### src/rtl/seg_scan_ctrl.sv
// seg_scan_ctrl: multiplexed N-digit 7-segment scanner with blanking gap and frame-aligned updates
module seg_scan_ctrl #(
  parameter int NUM_DIGITS   = 4,
  parameter int REFRESH_DIV  = 100000,
  parameter int BLANK_CYCLES = 1000
) (
  input  logic                    clk,
  input  logic                    rst,
  input  logic                    load,
  input  logic [4*NUM_DIGITS-1:0] value,
  input  logic [NUM_DIGITS-1:0]   dots,
  input  logic                    lz_blank,
  output logic                    ready,
  output logic [NUM_DIGITS-1:0]   an,
  output logic [7:0]              seg,
  output logic                    frame_done
);
  localparam int CW = $clog2(REFRESH_DIV);
  localparam int IW = NUM_DIGITS > 1 ? $clog2(NUM_DIGITS) : 1;
  localparam logic [6:0] LUT [16] = '{7'h40, 7'h79, 7'h24, 7'h30, 7'h19, 7'h12, 7'h02, 7'h78,
                                      7'h00, 7'h10, 7'h7F, 7'h7F, 7'h7F, 7'h7F, 7'h7F, 7'h7F};
  typedef enum logic {BLANK, SHOW} state_t;
  state_t state, state_n;
  logic [CW-1:0] cnt, cnt_n;
  logic [IW-1:0] idx, idx_n;
  logic [4*NUM_DIGITS-1:0] sh_v, sh_v_n, pb_v;
  logic [NUM_DIGITS-1:0] sh_d, sh_d_n, pb_d, an_n;
  logic pend, last, wrap, lz, fd_n;
  logic [3:0] nib;
  logic [7:0] seg_n;
  assign ready = ~pend;
  // outputs are derived from the post-edge state so an/seg register together with the FSM
  always_comb begin
    last    = cnt == CW'(REFRESH_DIV - 1);
    wrap    = last && idx == IW'(NUM_DIGITS - 1);
    cnt_n   = last ? '0 : cnt + 1'b1;
    idx_n   = last ? (wrap ? '0 : idx + 1'b1) : idx;
    state_n = state == BLANK ? (cnt == CW'(BLANK_CYCLES - 1) ? SHOW : BLANK)
                             : (last && BLANK_CYCLES > 0 ? BLANK : SHOW);
    sh_v_n  = wrap && pend ? pb_v : sh_v;
    sh_d_n  = wrap && pend ? pb_d : sh_d;
    nib     = sh_v_n[{idx_n, 2'b00} +: 4];
    lz      = lz_blank && idx_n != '0;
    for (int i = 0; i < NUM_DIGITS; i++)
      if (i >= int'(idx_n) && sh_v_n[i*4 +: 4] != 4'h0) lz = 1'b0;
    an_n    = state_n == SHOW ? ~(NUM_DIGITS'(1) << idx_n) : '1;
    seg_n   = state_n == SHOW ? {~sh_d_n[idx_n], lz ? 7'h7F : LUT[nib]} : 8'hFF;
    fd_n    = state_n == SHOW && cnt_n == CW'(REFRESH_DIV - 1) && idx_n == IW'(NUM_DIGITS - 1);
  end
  always_ff @(posedge clk or posedge rst) begin
    if (rst) begin
      state      <= BLANK_CYCLES == 0 ? SHOW : BLANK;
      cnt        <= '0;
      idx        <= '0;
      sh_v       <= '0;
      sh_d       <= '0;
      pb_v       <= '0;
      pb_d       <= '0;
      pend       <= 1'b0;
      an         <= '1;
      seg        <= 8'hFF;
      frame_done <= 1'b0;
    end else begin
      state      <= state_n;
      cnt        <= cnt_n;
      idx        <= idx_n;
      sh_v       <= sh_v_n;
      sh_d       <= sh_d_n;
      an         <= an_n;
      seg        <= seg_n;
      frame_done <= fd_n;
      if (load && !pend) begin
        pb_v <= value;
        pb_d <= dots;
        pend <= 1'b1;
      end else if (wrap && pend) pend <= 1'b0;
    end
  end
endmodule
### config.mk
export PLATFORM = sky130hd
export DESIGN_NAME = seg_scan_ctrl
export DESIGN_NICKNAME = d
export VERILOG_FILES = /design/src/rtl/seg_scan_ctrl.sv
export SDC_FILE = /design/constraint.sdc
export NUM_CORES = 1
export LEC_CHECK = 0
export CORE_ASPECT_RATIO = 0.9
export CORE_MARGIN = 4
export CORE_UTILIZATION = 50
export CTS_BUF_LIST = sky130_fd_sc_hd__clkbuf_4
export DETAILED_ROUTE_END_ITERATION = 10
export PLACE_DENSITY = 0.73
export SKIP_LAST_GASP = 1
export SLEW_MARGIN = 10
export SYNTH_ARGS = -nofsm -noshare
export SYNTH_HDL_FRONTEND = slang
export SYNTH_SLANG_ARGS = --single-unit
export TNS_END_PERCENT = 50
### constraint.sdc
create_clock -name clk -period 3.76 [get_ports clk]
set_clock_uncertainty 0.05 [all_clocks]
set_input_delay 0.752 -clock clk [delete_from_list [all_inputs] [get_ports clk]]
set_output_delay 0.752 -clock clk [all_outputs]
set_load 0.02 [all_outputs]
# Word level (Yosys, flattened, before mapping)
# Memories as Yosys holds them, arrays and structs flattened.
# Index checks and enable logic that the tools add are counted.
# W data, S select, Z words.
totals:
  reg_bits: 74
  latch_bits: 0
  ramBits: 0
  rom_bits: 112
  out_inout_bits: 14
  wordCells: 67
  n_memories: 1
memory_table:
  columns: ["name", "depth", "width", "rd", "rd_ports_with_merged_regs", "wr", "line_no", "text"]
  rows:
  - ["(name not given)", 16, 7, 1, 0, 0, "47", "seg_n = state_n == SHOW ? {~sh_d_n[idx_n], lz ? 7'h7F : LUT[nib]} : 8'hFF;"]
classes:
  n_addsub: 2
  mul: 0
  div: 0
  order_cmp: 5
  n_eq_ne: 5
  shifts: 2
  n_mux: 21
  n_bitwise: 4
  n_reduce_logical: 16
op_table:
  columns: ["cell", "count"]
  rows:
  - ["$eq A17 B17 Y1 const B", 2]
  - ["$mux W7", 3]
  - ["$add A17 B1 Y17 const B", 1]
  - ["$eq A17 B10 Y1 const B", 1]
  - ["$mux W17", 1]
  - ["$mux W16", 1]
  - ["$reduce_bool A4 Y1", 4]
  - ["$shiftx A16 B5 Y4", 1]
  - ["$mux W1", 10]
  - ["$logic_and A1 B1 Y1", 9]
  - ["$mux W4", 2]
  - ["$mux W8", 1]
  - ["$ge A5 B5 Y1 const B", 1]
  - ["$not A4 Y5", 1]
  - ["$eq A2 B2 Y1 const B", 2]
  - ["$ge A1 B2 Y1 const A", 2]
  - ["$mux W2", 2]
  - ["$not A4 Y4", 1]
  - ["$reduce_bool A2 Y1", 2]
  - ["$shl A1 B2 Y4 const A", 1]
  - ["$lt A2 B3 Y1 const B", 1]
  - ["$add A2 B1 Y2 const B", 1]
  - ["$bmux W1 S2", 1]
  - ["$ge A2 B2 Y1 const A", 1]
  - ["other kinds (2)", 3]

# Longest topological paths before layout
# Gate-level depths: netlist (run 1).
depth:
  depth_word: 12
  ltp_mapped: 12

# Worst setup path after synthesis (run 1)
# OpenSTA, ideal clock, no wires.
synth_path:
  path_kind: "reg2reg"
  from: "register cnt[0]"
  to: "register seg[5]"
  setup_ns: 0.088
  arrival_time_ns: 2.717
  t_required_ns: 3.622
  setup_slack_ns: 0.905
  path_stages_with_launch: 12
  period_less_slack_ns: 2.855
  cell_sequence: "dfrtp_1 ha_1 and4b_1 nand4_1 nor2_4 mux2i_4 inv_4 buf_12 mux2_4 mux2i_2 o221ai_1 or3_1"
synth_via:
  elab_chain_cells: 12
  elab_cells_between_ends: 33
  cone_classes: "order compare (3); eq/ne (2); shift (1); mux (14); bitwise (1); reduce/logical (11); memory (1)"
synth_lines:
  columns: ["element", "line_no", "text"]
  rows:
  - ["start: declaration", "24", "logic [CW-1:0] cnt, cnt_n;"]
  - ["start signal: assignment", "65", "cnt <= cnt_n;"]
  - ["$eq A17 B17 Y1 (*)", "34", "last = cnt == CW'(REFRESH_DIV - 1);"]
  - ["$logic_and A1 B1 Y1", "35", "wrap = last && idx == IW'(NUM_DIGITS - 1);"]
  - ["$mux W2", "37", "idx_n = last ? (wrap ? '0 : idx + 1'b1) : idx;"]
  - ["$mux W2 (*)", "37", null]
  - ["named net idx_n[0]", "25", "logic [IW-1:0] idx, idx_n;"]
  - ["branches (longest 6 deep; another with $mem_v2 Z16 W7)", null, null]
  - ["$mux W7 (*)", "47", null]
  - ["$mux W8 (*)", "47", null]
  - ["named net seg_n[5]", "30", "logic [7:0] seg_n;"]
  - ["end signal: assignment", "70", "seg <= seg_n;"]
  - ["end: declaration", "15", "output logic [7:0] seg,"]
# Mark *: on every way through the listed nets, which the timed path passes. The select of a mux whose other input is x is not followed.
# A chain may end at the register's enable or synchronous reset.

# Final worst setup path (run 1)
layout_path:
  from: "register cnt[0]"
  to: "register seg[5]"
layout_via:
  elab_chain_cells: 12
  elab_cells_between_ends: 33
  cone_classes: "order compare (3); eq/ne (2); shift (1); mux (14); bitwise (1); reduce/logical (11); memory (1)"
layout_lines:
  columns: ["element", "line_no"]
  rows:
  - ["branches (longest 11 deep; another with $mem_v2 Z16 W7)", null]
  - ["$mux W8 (*)", "47"]
  - ["named net seg_n[5]", "30"]
# Marks and branches as above.

==> results of run 1 <==
## kinds of logic after synthesis
logic type	count (synthesis)	synth area share
simple gates	85	0.141
xor+xnor	14	0.0365
fa+ha+maj	2	0.00745
mux	56	0.191
buf+inv	14	0.0257
compound gates	25	0.0421
flops	74	0.556
## worst paths after layout
path                       endpoint  cells past startpoint  slack [ps]
setup / recovery             seg[5]                     10         470
hold / removal              sh_v[0]                      1         460
setup reg to reg             seg[5]                     10         470
hold reg to reg             sh_v[0]                      1         460
max in group asynchronous    seg[7]                      3        2310
min in group asynchronous   cnt[15]                      2         660
## placed cells by master, fill, tap and decap left out, types with 3 or more instances in the layout
master and count:
dfrtp_1 62, mux2_2 43, clkdlybuf4s50_1 37, nor2_1 20, nand2_1 16, nand3_1 14, dfstp_2 12, clkbuf_4 10
a21oi_1 9, o21ai_0 9, xnor2_1 8, mux2i_1 7, and3_1 6, xor2_1 6, nor4_1 6, inv_1 5
nor2b_1 3, nor3_1 3, buf_4 3
## flip-flops by register name, indices dropped and copies added, names as in the netlist
signal	flops
an	4
cnt	17
frame_done	1
idx	2
pb_d	4
pb_v	16
pend	1
seg	8
sh_d	4
sh_v	16
state	1
## metrics by stage
step / worst slack, ps / total power [uW] / hold WS [ps] / area [um^2] / std cells
CTS: 481 / 1450 / 464 / 3980 / 410
global placement: 671 / 918 / 425 / 3830 / 394
floorplan: 905 / 881 / 411 / 3360 / 270
detailed placement: 507 / 920 / 440 / 3830 / 394
finish: 474 / 1440 / 460 / 3980 / 410
global route: 168 / 1500 / 479 / 3980 / 410
## worst max-delay path, stage by stage (launching register included)
cell and delay (ps):
dfrtp_1 420, ha_1 260, and4b_1 240, nand4_1 150, nor2_4 340, mux2i_4 460
inv_4 140, mux2_2 330, mux2i_2 220, o221ai_1 190, or3_1 430
## metal layers
metal	share of wire	vias to the layer above	wire [um]
met5	0	-	0
met4	0.020	0	125
met3	0.046	12	282
met2	0.44	46	2690
met1	0.50	1060	3070
li1	-	1044	-
## layout make-up
type                    count  share of cell area
flip-flops and latches     74               0.469
multi-input cells         182               0.353
repair buffers             41               0.104
well taps                  90              0.0283
clock inverters             6              0.0204
clock buffers              10              0.0188
inverters                   7             0.00722
## cells in the mapped netlist, types with 2 or more instances
| cell type | number | area share |
|---|---|---|
| ha_1 | 2 | 0.0074 |
| nor4_1 | 6 | 0.011 |
| o21ai_1 | 2 | 0.0030 |
| mux2_4 | 2 | 0.0089 |
| clkbuf_1 | 3 | 0.0034 |
| a21oi_1 | 9 | 0.013 |
| xnor2_1 | 8 | 0.021 |
| nand3_1 | 14 | 0.021 |
| inv_1 | 6 | 0.0067 |
| mux2i_1 | 7 | 0.021 |
| nor2b_1 | 3 | 0.0056 |
| mux2_2 | 43 | 0.14 |
| xor2_1 | 6 | 0.016 |
| dfstp_2 | 12 | 0.094 |
| nor2_1 | 20 | 0.022 |
| mux2_1 | 2 | 0.0067 |
| nor3_1 | 3 | 0.0045 |
| buf_6 | 2 | 0.0067 |
| and3_1 | 6 | 0.011 |
| or4_1 | 2 | 0.0045 |
| dfrtp_1 | 62 | 0.46 |
| nand2_1 | 16 | 0.018 |
| o21ai_0 | 9 | 0.013 |
| and2_1 | 2 | 0.0037 |
## power groups by stage
stage | clock network [uW] | registers, uW | logic (uW)
floorplan | 0 | 846 | 35.4
global placement | 0 | 852 | 66.4
detailed placement | 0 | 852 | 67.9
CTS | 549 | 838 | 68.2
global route | 587 | 841 | 74.7
finish | 538 | 838 | 65.9
==> impl_metrics.py, run 1 <==
metrics = {
    "status": {
        "status": "finished, final reports clean",
    },
    "layout": {
        "num_antenna_cells": 0,
        "final_util": 0.608,
        "area_growth_pct": 18.6,
        "drive_gt1_frac": 0.272,
        "multi_input_area_um2": 1410,
        "fillCellCount": 555,
        "ff_latch_area_um2": 1870,
        "nets": 341,
    },
    "global_routing": {
        "grt_pass1_vias": 2255,
        "top_usage_layer": "met1",
        "grt_util_met2": 0.248,
        "use_met1": 0.249,
        "grt_pass1_wl_um": 10800,
        "antenna_found_initial": 0,
        "grt_max_degree": 47,
        "gr-usage-met3": 0.0377,
        "overflow": 0,
        "groute.usage.overall": 0.173,
    },
    "floorplanning": {
        "die-area_um2": 8100,
        "initial_utilization": 0.513,
        "fp.coreArea_um2": 6550,
        "placementRows": 28,
        "dieHeight_um": 85.8,
        "fp.dieW_um": 94.4,
        "io_pins": 38,
    },
    "routing": {
        "via_per_inst": 5.27,
        "first_pass_iters": 4,
        "dr_total_vias": 2162,
        "wl_per_cell_um": 15.0,
        "drt_iter0_drc": 62,
        "antenna_left": 0,
        "wirelength_um": 6170,
        "drc_errors": 0,
    },
    "yosys": {
        "synth_seq_area_share": 0.556,
        "synth_seq_cells": 74,
        "synth_warnings": 0,
        "syn_nets": 296,
        "synth-main-ff-cell": "dfrtp_1",
        "synthArstFlopShare": 1.00,
        "synth_cell_types": 47,
        "synth_area_um2": 3360,
        "synth_edf_count": 0,
        "syn_area_per_cell_um2": 12.4,
        "synth_cells": 270,
    },
    "timing": {
        "rsz0062_at_grt": "no",
        "period_share": 0.874,
        "slew_headroom": 0.608,
        "setup-tns-final_ps": 0,
        "slew_viol_final": 0,
        "finalSetupViolCount": 0,
        "hold_viol": 0,
        "worstMarginPinSlew_ps": 587,
        "clock.fmax_mhz": 304,
        "period_minus_slack_ps": 3290,
    },
    "power_and_ir_drop": {
        "switching_share": 0.212,
        "p_int_uw": 1140,
        "p_seq_frac": 0.581,
        "p_sw_uw": 306,
        "leakage_uw": 0.00179,
        "p_per_area_nw_per_um2": 362,
        "p_clk_frac": 0.373,
        "combPwrFrac": 0.046,
        "vdd_drop_max_uv": 306,
    },
    "clock_tree": {
        "hold_buffers": 0,
        "cts_resized": 0,
        "cts_setup_buffers": 0,
        "clockBufferDepth": 2,
        "cts-htree-levels": 3,
        "clkTransAtPathRegs_ps": 110,
        "cts_inserted_buffers": 9,
        "cts.sinks": 74,
        "cts_tree": "done",
        "cts-root-buf": "clkbuf_4",
        "clock_latency_ps": 420,
    },
    "placement": {
        "dp_hpwl_um": 4530,
        "io_buffers": 37,
        "routabilityCongestion": 0.921,
    },
    "setup_path": {
        "worstPathArrival_ps": 3580,
        "cp-end-kind": "flip-flop",
        "required_ps": 4060,
        "worstPathMaxFanout": 12,
        "r2r-start": "cnt[0]",
        "worst_setup_path_start_kind": "flip-flop",
        "crit_type": "flip-flop to flip-flop",
        "cp-startpoint": "cnt[0]",
    },
    "run": {
        "drv_cap": 0,
    },
    "min_path": {
        "hold_start": "sh_v[0]",
        "hold_class": "flip-flop to flip-flop",
    },
}
Power figures use the tool's default switching activity.
==> run 2, diff against run 1 <==
--- a/config.mk
+++ b/config.mk
@@ -6,9 +6,9 @@
 export NUM_CORES = 1
 export LEC_CHECK = 0
 export CORE_ASPECT_RATIO = 0.9
-export CORE_MARGIN = 4
+export CORE_MARGIN = 2
 export CORE_UTILIZATION = 50
-export CTS_BUF_LIST = sky130_fd_sc_hd__clkbuf_4
+export CTS_BUF_LIST = sky130_fd_sc_hd__clkbuf_4 sky130_fd_sc_hd__clkbuf_8 sky130_fd_sc_hd__clkbuf_16
 export DETAILED_ROUTE_END_ITERATION = 10
 export PLACE_DENSITY = 0.73
 export SKIP_LAST_GASP = 1
==> impl_metrics.py, run 2 (synthesis gave the netlist of run 1 again) <==
metrics = {
    "layout": {
        "largestRegisters": "cnt x17, pb_v x16, sh_v x16",
        "largest_reg_flops": 17,
        "num_antenna_cells": 0,
        "drive_gt1_frac": 0.280,
        "regMostFlops": "cnt",
        "area_growth_pct": 20.4,
        "nets": 343,
        "final_util": 0.618,
        "layout_common_cells": "dfrtp_1, mux2_2, clkdlybuf4s50_1",
        "final_common_cell": "dfrtp_1",
        "final_cells": 412,
    },
    "global_routing": {
        "groute.usage.overall": 0.185,
        "grt_pass1_vias": 2176,
        "antenna_found_initial": 0,
        "gr-usage-met3": 0.0514,
        "grt_max_degree": 39,
        "top_usage_layer": "met2",
        "grt_pass1_wl_um": 10500,
        "use_met1": 0.248,
        "overflow": 0,
        "grt_util_met2": 0.289,
    },
    "routing": {
        "antenna_left": 0,
        "via_per_inst": 5.38,
        "drt_iter0_drc": 190,
        "wl_per_cell_um": 15.0,
        "first_pass_iters": 4,
        "drc_errors": 0,
        "dr_total_vias": 2218,
        "wirelength_um": 6160,
    },
    "floorplanning": {
        "fp.coreArea_um2": 6550,
        "dieHeight_um": 81.8,
        "placementRows": 28,
        "die-area_um2": 7390,
        "fp.dieW_um": 90.4,
        "initial_utilization": 0.513,
        "io_pins": 38,
    },
    "timing": {
        "rsz0062_at_grt": "no",
        "slew_viol_final": 0,
        "hold_viol": 0,
        "period_minus_slack_ps": 3290,
        "period_share": 0.874,
        "clock.fmax_mhz": 304,
        "setup-tns-final_ps": 0,
        "slew_headroom": 0.487,
        "worstMarginPinSlew_ps": 769,
        "finalSetupViolCount": 0,
    },
    "clock_tree": {
        "cts-root-buf": "clkbuf_8",
        "cts.sinks": 74,
        "cts-htree-levels": 3,
        "clockBufferDepth": 2,
        "hold_buffers": 0,
        "cts_tree": "done",
        "cts_resized": 0,
        "cts_setup_buffers": 0,
        "clock_latency_ps": 340,
        "cts_inserted_buffers": 9,
        "clkTransAtPathRegs_ps": 70,
    },
    "min_path": {
        "hold_class": "flip-flop to flip-flop",
    },
    "setup_path": {
        "required_ps": 3970,
        "crit_type": "flip-flop to flip-flop",
        "worstPathMaxFanout": 11,
        "worstPathArrival_ps": 3490,
        "cp-end-kind": "flip-flop",
        "worst_setup_path_start_kind": "flip-flop",
    },
    "power_and_ir_drop": {
        "p_sw_uw": 320,
        "combPwrFrac": 0.044,
        "p_int_uw": 1200,
        "p_seq_frac": 0.551,
        "p_clk_frac": 0.406,
        "p_per_area_nw_per_um2": 376,
        "leakage_uw": 0.00182,
        "switching_share": 0.210,
        "vdd_drop_max_uv": 238,
    },
    "status": {
        "status": "finished, final reports clean",
    },
    "placement": {
        "io_buffers": 37,
        "routabilityCongestion": 0.781,
        "dp_hpwl_um": 4400,
        "dp.cells": 396,
    },
    "run": {
        "drv_cap": 0,
    },
}
## run 2: changes by cell type in the layout (fill, tap and decap cells not counted)
cell and delta:
clkbuf_8 +11, clkbuf_4 -10, buf_4 +2, bufinv_16 -1
clkinv_1 -1, clkinv_2 +1
## run 2: worst paths after layout
path / cells after the start / slack [ps] / endpoint / start
worst max-delay path: 9 / 470 / seg[5] / cnt[0]
worst min-delay path: 1 / 450 / cnt[0] / cnt[0]
worst max register to register: 9 / 470 / seg[5] / cnt[0]
worst min register to register: 1 / 450 / cnt[0] / cnt[0]
max in group asynchronous: 3 / 2110 / seg[7] / rst
min in group asynchronous: 2 / 830 / pb_v[9] / rst
## run 2: final cells by class
| class | instances | area, um^2 |
|---|---|---|
| Clock buffer | 11 | 151 |
| Clock inverter | 5 | 52.6 |
| Fill cell | 537 | 2500 |
| Inverter | 7 | 28.8 |
| Multi-Input combinational cell | 182 | 1410 |
| Sequential cell | 74 | 1870 |
| Tap cell | 90 | 113 |
| Timing Repair Buffer | 43 | 428 |
## run 2: power by group through the flow
stage,registers (uW),logic [uW],clock network (uW)
floorplan,846,35.4,0
global placement,853,66.5,0
detailed placement,853,69.0,0
CTS,839,69.0,637
global route,842,74.5,665
finish,839,66.5,618
## run 2: metrics by stage
step                instance area [um^2]  power, uW  worst slack, ps  hold WS, ps
floorplan                           3360        881              905          411
finish                              4050       1520              473          447
global placement                    3840        919              577          425
detailed placement                  3840        922              522          438
global route                        4050       1580              115          477
CTS                                 4050       1540              506          451
## run 2: layer usage
metal	routed length, um	vias up
li1	-	1049
met1	2910	1102
met5	0	-
met4	67	0
met3	273	7
met2	2910	60
## run 2: worst max-delay path: stages, from the launching register on
cell	delay [ps]
dfrtp_1	390
ha_1	260
and4b_1	240
nand3_1	140
nor3_4	520
mux2_2	410
mux2_4	280
mux2i_2	280
o221ai_1	210
or3_1	410
==> patch, RTL diff (config.mk and constraints of run 1) <==
Register the output `seg` once more, with the module's reset; this adds one clock of latency there. The other outputs are not delayed to match.
--- a/src/rtl/seg_scan_ctrl.sv
+++ b/src/rtl/seg_scan_ctrl.sv
@@ -20,6 +20,8 @@
   localparam logic [6:0] LUT [16] = '{7'h40, 7'h79, 7'h24, 7'h30, 7'h19, 7'h12, 7'h02, 7'h78,
                                       7'h00, 7'h10, 7'h7F, 7'h7F, 7'h7F, 7'h7F, 7'h7F, 7'h7F};
   typedef enum logic {BLANK, SHOW} state_t;
+
+  logic [7:0] seg_s0;
   state_t state, state_n;
   logic [CW-1:0] cnt, cnt_n;
   logic [IW-1:0] idx, idx_n;
@@ -58,7 +60,7 @@
       pb_d       <= '0;
       pend       <= 1'b0;
       an         <= '1;
-      seg        <= 8'hFF;
+      seg_s0     <= 8'hFF;
       frame_done <= 1'b0;
     end else begin
       state      <= state_n;
@@ -67,7 +69,7 @@
       sh_v       <= sh_v_n;
       sh_d       <= sh_d_n;
       an         <= an_n;
-      seg        <= seg_n;
+      seg_s0     <= seg_n;
       frame_done <= fd_n;
       if (load && !pend) begin
         pb_v <= value;
@@ -76,4 +78,12 @@
       end else if (wrap && pend) pend <= 1'b0;
     end
   end
+  always_ff @(posedge clk or posedge rst) begin
+    if (rst) begin
+      seg <= '0;
+    end else begin
+      seg <= seg_s0;
+    end
+  end
+
 endmodule
Formal check against the unedited RTL: not equivalent (a bounded check fails within 4 cycles, from zero or initial values and one cycle with rst high).
==> patch against run 1 <==
Area after synthesis grew 8.0%. Power grew 3.3%. Sequential cell count grew 8. Wire length grew 12%. Via count grew 15%. Worst setup slack lost 0.12 ns. Count of clock-buffer cells in the layout grew 1. Final cell count grew 11%. Final area grew 6.4%.
==> patch: results <==
{
  "antenna_found_initial": 0,
  "ir_drop_mv": 0.2309,
  "wl_um": 6877,
  "critPathMaxStageDelay_ns": 0.74,
  "port_buffers": 37,
  "yosysSeqAreaShare_pct": 56.97,
  "path_clk_slew_ns": 0.11,
  "timing.slew.headroom_pct": 46.86,
  "grt_pass1_vias": 2400,
  "top_regs": "cnt (17), pb_v (16), sh_v (16)",
  "yosys-top-cells-count": "dfrtp_1 (70), nand2_1 (45), mux2_2 (26), nor2_1 (26), nand3_1 (19)",
  "num-nets-final": 384,
  "dr.first_iter.drc_count": 128,
  "cts_max_level": 3,
  "syn_nets": 340,
  "arrival_ns": 3.69,
  "cts-buffers-inserted": 9,
  "synth_warnings": 0,
  "async_flop_share_pct": 100.0,
  "post-dp-hpwl_um": 5160,
  "p_sw_share_pct": 21.81,
  "core_sq_mm": 0.007039,
  "layout-drive-gt1-share_pct": 21.49,
  "postRouteAntennaNets": 0,
  "slowest_stage": "or4_1",
  "grt_use_total_pct": 17.04,
  "cp_top_family": "simple AND/OR/NAND/NOR gates",
  "cts_resized": 0,
  "synth.top_cells.by_area": "dfrtp_1 (48%), dfstp_2 (8.7%), mux2_2 (8.1%), nand2_1 (4.7%), xnor2_1 (2.9%)",
  "vias_per_cell": 5.443,
  "gp_congestion": 0.9032,
  "ys_types": 47,
  "p_leak_nw": 1.877,
  "grt_max_degree": 49,
  "antenna_cells": 0,
  "crit_fanout": 13,
  "cts_setup_buffers": 0,
  "grt_pass1_wl_um": 11640,
  "cts_root_buf": "clkbuf_4",
  "hp-class": "flip-flop to flip-flop",
  "status": "finished, final reports clean",
  "fillers": 602,
  "worstSkewPairLatency_ns": 0.42
}
-- patch: cell types whose count changed in the layout (fill, tap and decap cells not counted), sizes merged, moves of 5 or more --
cell / change
a21oi: -5
dfrtp: +8
mux2: -20
nand2: +31
nand4: +13
nor2: +6
-- patch: cell families after synthesis --
kind of cell	count (synthesis)	synth area share, %
XOR/XNOR	17	4.103
multiplexers	32	10.55
AND/OR/NAND/NOR	134	19.93
AO/OA/AOI/OAI	29	5.172
adder cells (fa/ha/maj)	2	0.6895
buffers and inverters	18	2.586
flip-flops	82	56.97
-- patch: layout make-up --
cell class / count / area [sq um] / area share [%]
clock buffers: 11 / 82.58 / 1.948
clock inverters: 5 / 55.05 / 1.299
inverters: 7 / 27.53 / 0.6493
multi-input cells: 214 / 1468 / 34.62
flip-flops and latches: 82 / 2067 / 48.76
well taps: 93 / 116.4 / 2.745
repair buffers: 44 / 422.9 / 9.976
-- patch: worst register-to-register path, delay by kind of cell, from the launching register on --
family                 cells  cell delay (ns)
AOI/OAI and AO/OA          1             0.10
buffers and inverters      1             0.24
DFF                        1             0.46
muxes                      1             0.33
and+or+nand+nor            5             2.14
-- patch: per-layer routing --
metal / share of wire [%] / track usage, % / wire, um
met2: 47 / 28.75 / 3253
met5: 0 / 0 / 0
met3: 4.9 / 4.098 / 338
met1: 46 / 22.01 / 3148
met4: 2.0 / 5.660 / 137
-- patch: through the flow --
stage	hold WS [ns]	instances	area (sq um)	setup WS, ns
2_1_floorplan	0.3293	314	3628	0.7078
3_3_place_gp	0.3312	440	4101	0.4813
3_5_place_dp	0.3316	440	4101	0.3970
4_1_cts	0.3464	456	4239	0.3499
5_1_grt	0.3473	456	4239	0.1711
6_report	0.3437	456	4239	0.3567
-- patch: path summary, 6_finish.rpt --
kind,slack (ns),depth (start not counted),endpoint,startpoint
max,0.36,8,seg_s0[5],cnt[11]
min,0.34,0,seg[1],seg_s0[1]
max reg2reg,0.36,8,seg_s0[5],cnt[11]
min reg2reg,0.34,0,seg[1],seg_s0[1]
max in group asynchronous,2.13,3,seg_s0[7],rst
min in group asynchronous,0.72,2,cnt[3],rst
-- patch: power by group through the flow --
stage	Clock (mW)	Combinational [mW]	Sequential (mW)
6_report	0.498	0.0678	0.924
5_1_grt	0.556	0.0761	0.927
2_1_floorplan	0	0.0369	0.934
3_5_place_dp	0	0.0699	0.941
3_3_place_gp	0	0.0674	0.939
4_1_cts	0.514	0.0701	0.924
